$ cat src/rtl/reset_seq.sv
// reset_seq: reset sequencer feeding the per-domain reset_pipe synchronizers.
// Holds every domain in reset for HOLD_CYCLES edges after power-on or after a
// software/watchdog request, then releases domains 0..NUM_DOMAINS-1 one at a
// time, STAGE_GAP edges apart, and finally raises rst_done.
// Optional: define RESET_SEQ_CAUSE_EN to add the registered rst_cause output.
module reset_seq #(
  parameter int NUM_DOMAINS = 3,
  parameter int HOLD_CYCLES = 16,
  parameter int STAGE_GAP   = 4
) (
  input  logic                   clk,
  input  logic                   async_in_rst,
  input  logic                   sw_rst_req,
  input  logic                   wdt_rst_req,
  output logic [NUM_DOMAINS-1:0] rst_out_n,
  output logic                   rst_done,
  output logic                   busy
`ifdef RESET_SEQ_CAUSE_EN
  ,
  output logic [1:0]             rst_cause
`endif
);

  localparam int CNT_MAX = (HOLD_CYCLES > STAGE_GAP) ? HOLD_CYCLES : STAGE_GAP;
  localparam int CW      = $clog2(CNT_MAX + 1);
  localparam int IW      = (NUM_DOMAINS > 1) ? $clog2(NUM_DOMAINS) : 1;

  // Terminal compare values: the edge that moves the counter onto the
  // target count is the edge that performs the release.
  localparam logic [CW-1:0] HOLD_LAST = CW'(HOLD_CYCLES - 1);
  localparam logic [CW-1:0] GAP_LAST  = CW'(STAGE_GAP - 1);
  localparam logic [CW-1:0] CNT_TOP   = CW'(CNT_MAX);
  localparam logic [IW-1:0] IDX_LAST  = IW'(NUM_DOMAINS - 1);

  typedef enum logic [1:0] {
    ST_HOLD    = 2'd0,
    ST_STAGGER = 2'd1,
    ST_RUN     = 2'd2
  } state_t;

  state_t                 state_q, state_d;
  logic [CW-1:0]          counter_q, counter_d;
  logic [IW-1:0]          idx_q, idx_d;
  logic [NUM_DOMAINS-1:0] rst_out_n_q, rst_out_n_d;
  logic                   rst_done_q, rst_done_d;

  logic          req;
  logic          hold_done;
  logic          gap_done;
  logic [CW-1:0] cnt_inc;

  assign req       = sw_rst_req | wdt_rst_req;
  assign hold_done = (counter_q == HOLD_LAST);
  assign gap_done  = (counter_q == GAP_LAST);
  // Saturating increment: the counter never wraps.
  assign cnt_inc   = (counter_q == CNT_TOP) ? counter_q : counter_q + CW'(1);

  // State and datapath registers; async_in_rst forces the full-reset state at once.
  always_ff @(posedge clk or negedge async_in_rst) begin
    if (!async_in_rst) begin
      state_q     <= ST_HOLD;
      counter_q   <= '0;
      idx_q       <= '0;
      rst_out_n_q <= '0;
      rst_done_q  <= 1'b0;
    end else begin
      state_q     <= state_d;
      counter_q   <= counter_d;
      idx_q       <= idx_d;
      rst_out_n_q <= rst_out_n_d;
      rst_done_q  <= rst_done_d;
    end
  end

  // Next-state logic; a request from any state returns to HOLD.
  always_comb begin
    state_d = state_q;
    if (req) begin
      state_d = ST_HOLD;
    end else begin
      case (state_q)
        ST_HOLD: begin
          if (hold_done) state_d = (NUM_DOMAINS == 1) ? ST_RUN : ST_STAGGER;
        end
        ST_STAGGER: begin
          if (gap_done && (idx_q == IDX_LAST)) state_d = ST_RUN;
        end
        ST_RUN:  state_d = ST_RUN;
        default: state_d = ST_HOLD;
      endcase
    end
  end

  // Counter, release index and output values; a request overrides any release.
  always_comb begin
    counter_d   = counter_q;
    idx_d       = idx_q;
    rst_out_n_d = rst_out_n_q;
    rst_done_d  = rst_done_q;
    if (req) begin
      counter_d   = '0;
      idx_d       = '0;
      rst_out_n_d = '0;
      rst_done_d  = 1'b0;
    end else begin
      case (state_q)
        ST_HOLD: begin
          if (hold_done) begin
            counter_d   = '0;
            rst_out_n_d = rst_out_n_q | NUM_DOMAINS'(1);
            idx_d       = (NUM_DOMAINS == 1) ? '0 : IW'(1);
            rst_done_d  = (NUM_DOMAINS == 1);
          end else begin
            counter_d = cnt_inc;
          end
        end
        ST_STAGGER: begin
          if (gap_done) begin
            counter_d   = '0;
            rst_out_n_d = rst_out_n_q | (NUM_DOMAINS'(1) << idx_q);
            if (idx_q == IDX_LAST) rst_done_d = 1'b1;
            else                   idx_d      = idx_q + IW'(1);
          end else begin
            counter_d = cnt_inc;
          end
        end
        default: ;
      endcase
    end
  end

  assign rst_out_n = rst_out_n_q;
  assign rst_done  = rst_done_q;
  assign busy      = ~rst_done_q;

`ifdef RESET_SEQ_CAUSE_EN
  logic [1:0] rst_cause_q, rst_cause_d;

  // Cause of the most recent request; only async_in_rst returns it to power-on.
  always_comb begin
    rst_cause_d = rst_cause_q;
    if (req) rst_cause_d = {wdt_rst_req, sw_rst_req};
  end

  // Cause register.
  always_ff @(posedge clk or negedge async_in_rst) begin
    if (!async_in_rst) rst_cause_q <= 2'b00;
    else               rst_cause_q <= rst_cause_d;
  end

  assign rst_cause = rst_cause_q;
`endif

endmodule

$ cat config.mk
export PLATFORM = sky130hd
export DESIGN_NAME = reset_seq
export DESIGN_NICKNAME = d
export VERILOG_FILES = /design/src/rtl/reset_seq.sv
export SDC_FILE = /design/constraint.sdc
export NUM_CORES = 1
export LEC_CHECK = 0
export ABC_AREA = 1
export CAP_MARGIN = 20
export CORE_ASPECT_RATIO = 1.5
export CORE_UTILIZATION = 30
export CTS_BUF_LIST = sky130_fd_sc_hd__clkbuf_16
export CTS_CLUSTER_SIZE = 30
export DETAILED_ROUTE_END_ITERATION = 8
export PLACE_DENSITY = 0.49
export SLEW_MARGIN = 15
export SYNTH_ARGS = -nofsm -noshare
export SYNTH_HDL_FRONTEND = slang
export SYNTH_SLANG_ARGS = --single-unit
$ cat constraint.sdc
create_clock -name clk -period 1.84 [get_ports clk]
set_input_delay 0.184 -clock clk [delete_from_list [all_inputs] [get_ports clk]]
set_output_delay 0.184 -clock clk [all_outputs]
set_load 0.02 [all_outputs]
Word level (Yosys, flattened, before mapping)
Index checks and enable logic that the tools add are counted.

word-level totals
  bits in registers = 13
  latch bits = 0
  memory bits (writable) = 0
  memory bits (read-only) = 0
  input port bits = 4
  word-level logic and storage cells = 56
  memories kept = 0

cells by class
  $add $sub $neg = 2
  multiply operators = 0
  div/mod/pow operators = 0
  $lt $le $gt $ge = 0
  equality and inequality tests = 12
  shifts and indexed selects = 1
  mux-type cells = 22
  bitwise operators = 3
  reductions and logical operators = 10

operators with widths
  operator                                              count
  two-way mux 5 bit                                     4
  inequality test 3 bit (second input constant)         5
  two-way mux 2 bit                                     6
  one-hot mux 5 bit (2 select lines)                    1
  AND reduction 4 bit                                   2
  two-way mux 3 bit                                     2
  one-hot mux 2 bit (3 select lines)                    1
  one-hot mux 3 bit (2 select lines)                    1
  AND reduction 3 bit                                   2
  adder 5 x 1 -> 5 bit (second input constant)          1
  equality test 5 x 2 -> 1 bit (second input constant)  1
  equality test 5 x 4 -> 1 bit (second input constant)  1
  equality test 5 bit (second input constant)           1
  two-way mux 1 bit                                     5
  equality test 2 bit (second input constant)           2
  one-hot mux 2 bit (2 select lines)                    1
  nonzero test 2 bit                                    2
  OR 3 bit                                              1
  nonzero test 3 bit                                    1
  << shifter 1 x 2 -> 3 bit (first input constant)      1
  adder 2 x 1 -> 2 bit (second input constant)          1
  equality test 2 x 1 -> 1 bit (second input constant)  1
  logical NOT 2 bit                                     1
  inequality test 2 bit (second input constant)         1
  5 further kinds                                       5

Longest topological paths before layout
Gate-level depths: netlist of run 1.

  word-level depth = 5
  mapped depth = 11

Worst setup path before layout of run 1
OpenSTA, ideal clock, no wires.

  kind = register to register
  start = register counter_q[0]
  end = register rst_out_n_q[0], in the netlist rst_out_n[0]
  data arrival time = 1.344 ns
  required time = 1.714 ns
  path slack = 0.369 ns
  stages on the path, launching flop included = 12
  buffers on the path = 0
  clock period less this slack = 1.471 ns
  cell sequence = dfrtp_1 ha_1 inv_1 nor3_1 ha_1 inv_1 nand2_1 nand2_2 nand2_4 nand2_2 nand2_1 o21ai_1

on the way
  longest elaborated chain between the ends = 3
  elaborated cells on any way between the ends = 5

ends and longest elaborated chain
  item                                                                          line    RTL
  start, declared                                                               42      logic [CW-1:0] counter_q, counter_d;
  start signal, assigned                                                        68      counter_q <= counter_d;
  equality test 5 x 2 -> 1 bit or equality test 5 x 4 -> 1 bit (tied branches)  54, 53
  inequality test 3 bit (no line)                                               --
  AND reduction 3 bit (no line) *                                               --
  end signal, assigned                                                          70      rst_out_n_q <= rst_out_n_d;
  end, declared                                                                 44      logic [NUM_DOMAINS-1:0] rst_out_n_q, rst_out_n_d;

Mark *: on every way between the ends. The rest lies on a longest branch, timed or not.
A chain may end at the register's enable or synchronous reset.

Worst setup path in the final report of run 1
  start = register counter_q[0]
  end = register idx_q[0]

on the way
  longest elaborated chain between the ends = 3
  elaborated cells on any way between the ends = 5

ends and longest elaborated chain
  item                                                                          line    RTL
  equality test 5 x 2 -> 1 bit or equality test 5 x 4 -> 1 bit (tied branches)  54, 53
  inequality test 3 bit (no line)                                               --
  AND reduction 4 bit (no line) *                                               --
  end signal, assigned                                                          69      idx_q <= idx_d;
  end, declared                                                                 43      logic [IW-1:0] idx_q, idx_d;

Marks and branches as above.

==> metrics.yaml, run 1 <==
place:
  placed_cells: 169
  finalWeightedCongestion: 0.803
  dp_slack_ns: 0.246
  hpwlAfterDp_um: 1560
  io_buffers: 8
timing:
  fmaxAchievable_ghz: 0.628
  clock_skew_ns: 0.00400
  fin_tns_setup_ns: 0
  fin_crit_sh_pct: 86.6
  finalCriticalPeriod_ns: 1.59
  worst_slew_pin_slew_ns: 0.617
  rsz0062_at_grt: "no"
  slew_violations: 0
  final-setup-viol-count: 0
  fin_ws_ns: 0.247
  hold_violations: 0
  slew_headroom_pct: 58.7
job:
  max-cap-violations: 0
power:
  p_sw_w: 0.000277
  intPower_w: 0.000672
  p_sw_share_pct: 29.2
  clkPwrFrac_pct: 43.4
  ir_worst_vdd_uv: 485
  p_comb_share_pct: 22.1
  seqPwrFrac_pct: 34.4
  p_leak_nw: 0.567
  p_per_area_nw_per_um2: 815
  total_power_w: 0.000949
floorplan:
  core_area_um2: 2970
  start_util_pct: 32.2
  rows: 24
  die_x_um: 48.1
  num_io_pins: 9
  fp.dieH_um: 71.2
  dieArea_um2: 3430
cells_and_area:
  antenna_cells: 0
  syn2layout_area_growth_pct: 21.7
  layout_commonest_cell: "nand2_1"
  final_cell_mix: "nand2_1, inv_1, dfrtp_1"
  multi_input_area_um2: 553
  stdcell_count: 173
  fillCellCount: 305
  seq_area_um2: 325
  layout-drive-gt1-share_pct: 18.7
  fin_nets: 147
detailed_routing:
  vias: 810
  drtAntennaViolNets: 0
  viasPerCell: 4.68
  drt_iter0_markers: 14
  routed_wl_um: 2000
  avgRoutedWirePerCell_um: 11.6
  drt_pass1_iterations: 4
  drc: 0
clocking:
  tritoncts: "built"
  postCtsSetupBuffers: 0
  cts.clk_slew.worst_paths_ns: 0.05
  cts_hold_buf: 0
  cts-root-buf: "clkbuf_16"
  insertion_delay_ns: 0.24
  clockBufferDepth: 2
  ctsResizeCount: 0
  cts_sinks: 13
  cts_buffers: 3
  htree_levels: 1
yosys:
  synth_cells: 122
  yosysWarnings: 0
  synth-seq-area-share_pct: 34.0
  syn_area_um2: 957
  synth_nets: 134
  ys_seq_elements: 13
  synth_cell_types: 21
  synth.avg_cell_area_um2: 7.85
outcome:
  status: "completed"
global_route:
  grt_pass1_wl_um: 3510
  antenna_found_initial: 0
  first_global_vias: 823
  grt_overflow: 0
  grt_max_degree: 14
  grtUsageTotal_pct: 14.9
setup_path:
  critPathRequiredTime_ns: 1.97
  worstPathMaxFanout: 5
  crit_type: "register to register"
  worstSetupStartpointType: "register"
  crit_path_end_kind: "register"
  worstPathArrival_ns: 1.72
  ff2ff_setup_slack_ns: 0.25
hold_path:
  hold_class: "primary input to asynchronous set/reset pin"
cell type report:
| type | count | share of cell area, % |
|---|---|---|
| repair buffers | 8 | 6.87 |
| clock buffers | 3 | 6.44 |
| inverters | 21 | 6.77 |
| flip-flops and latches | 13 | 27.9 |
| clock inverters | 1 | 0.322 |
| well taps | 39 | 4.19 |
| multi-input cells | 88 | 47.5 |
critical path, stage by stage (launching register included):
cell	delay [ns]
dfrtp_1	0.40
ha_1	0.18
inv_1	0.06
nor3_1	0.19
ha_1	0.19
inv_1	0.05
nand2_1	0.07
nand2_2	0.06
nand2_4	0.09
nand3_2	0.07
nand2_1	0.06
nand2_1	0.04
per-layer routing:
layer | GRT usage, % | routed length (um) | vias to the layer above
li1 | - | - | 410
met1 | 14.9 | 770 | 385
met2 | 26.1 | 1150 | 11
met3 | 2.30 | 29 | 4
met4 | 9.26 | 55 | 0
met5 | 0 | 0 | -
path summary, 6_finish.rpt:
check,start,to,depth (start not counted)
min in group clk,rst_done,rst_done,2
max reg2reg,counter_q[0],idx_q[0],11
max in group asynchronous,async_in_rst,counter_q[1],1
min,async_in_rst,rst_out_n[2],1
min reg2reg,rst_done,rst_done,2
max,counter_q[0],idx_q[0],11
cells in the mapped netlist:
cell | count | area share, %
nand2_1 | 30 | 12
o21ai_0 | 4 | 2.1
o31ai_1 | 1 | 0.78
nor2_8 | 1 | 2.1
ha_1 | 8 | 10
o211ai_1 | 2 | 1.6
nor2_2 | 3 | 2.0
a21oi_1 | 1 | 0.52
nand3_4 | 1 | 1.8
nand2_2 | 6 | 3.9
dfrtp_1 | 13 | 34
nor3_1 | 1 | 0.52
nor2_4 | 2 | 2.4
nor2_1 | 6 | 2.4
inv_1 | 18 | 7.1
nand4_1 | 3 | 2.0
inv_2 | 3 | 1.2
nand3_1 | 7 | 3.7
nand3_2 | 2 | 2.1
nand2_4 | 4 | 4.7
o21ai_1 | 6 | 3.1
power groups by stage:
| stage | combinational, W | sequential (W) | clock [W] |
|---|---|---|---|
| floorplan | 0.000148 | 0.000334 | 0 |
| global placement | 0.000214 | 0.000330 | 0 |
| detailed placement | 0.000214 | 0.000331 | 0 |
| CTS | 0.000215 | 0.000327 | 0.000427 |
| global route | 0.000240 | 0.000330 | 0.000439 |
| finish | 0.000210 | 0.000327 | 0.000412 |
registers in the layout (all words and copies together) (netlist names):
register	flops
rst_done	1
rst_out_n	3
state_q	2
counter_q	5
idx_q	2
cell families after synthesis:
group           after synthesis  share of synthesized area [%]
compound gates               14                           8.10
buf+inv                      21                           8.23
flops                        13                           34.0
simple gates                 66                           39.2
fa+ha+maj                     8                           10.5
through the flow:
stage,utilization (%),cell area [um2],hold slack [ns]
4_1_cts,39.2,1160,0.373
2_1_floorplan,-,957,-0.112
5_1_grt,39.2,1160,0.412
3_3_place_gp,36.5,1090,0.476
6_report,39.2,1160,0.328
3_5_place_dp,36.5,1090,0.485
(Power assumes the default switching activity.)
==> inputs of run 2 (changes only) <==
- CAP_MARGIN: 20 -> not set
==> results of run 2 <==
Same layout as run 1: the final DEF is identical, and so are final timing and power.
==> inputs of run 3 (changes only) <==
- SKIP_CTS_REPAIR_TIMING: not set -> 1
==> results of run 3 <==
Same layout as run 1: the final DEF is identical, and so are final timing and power.
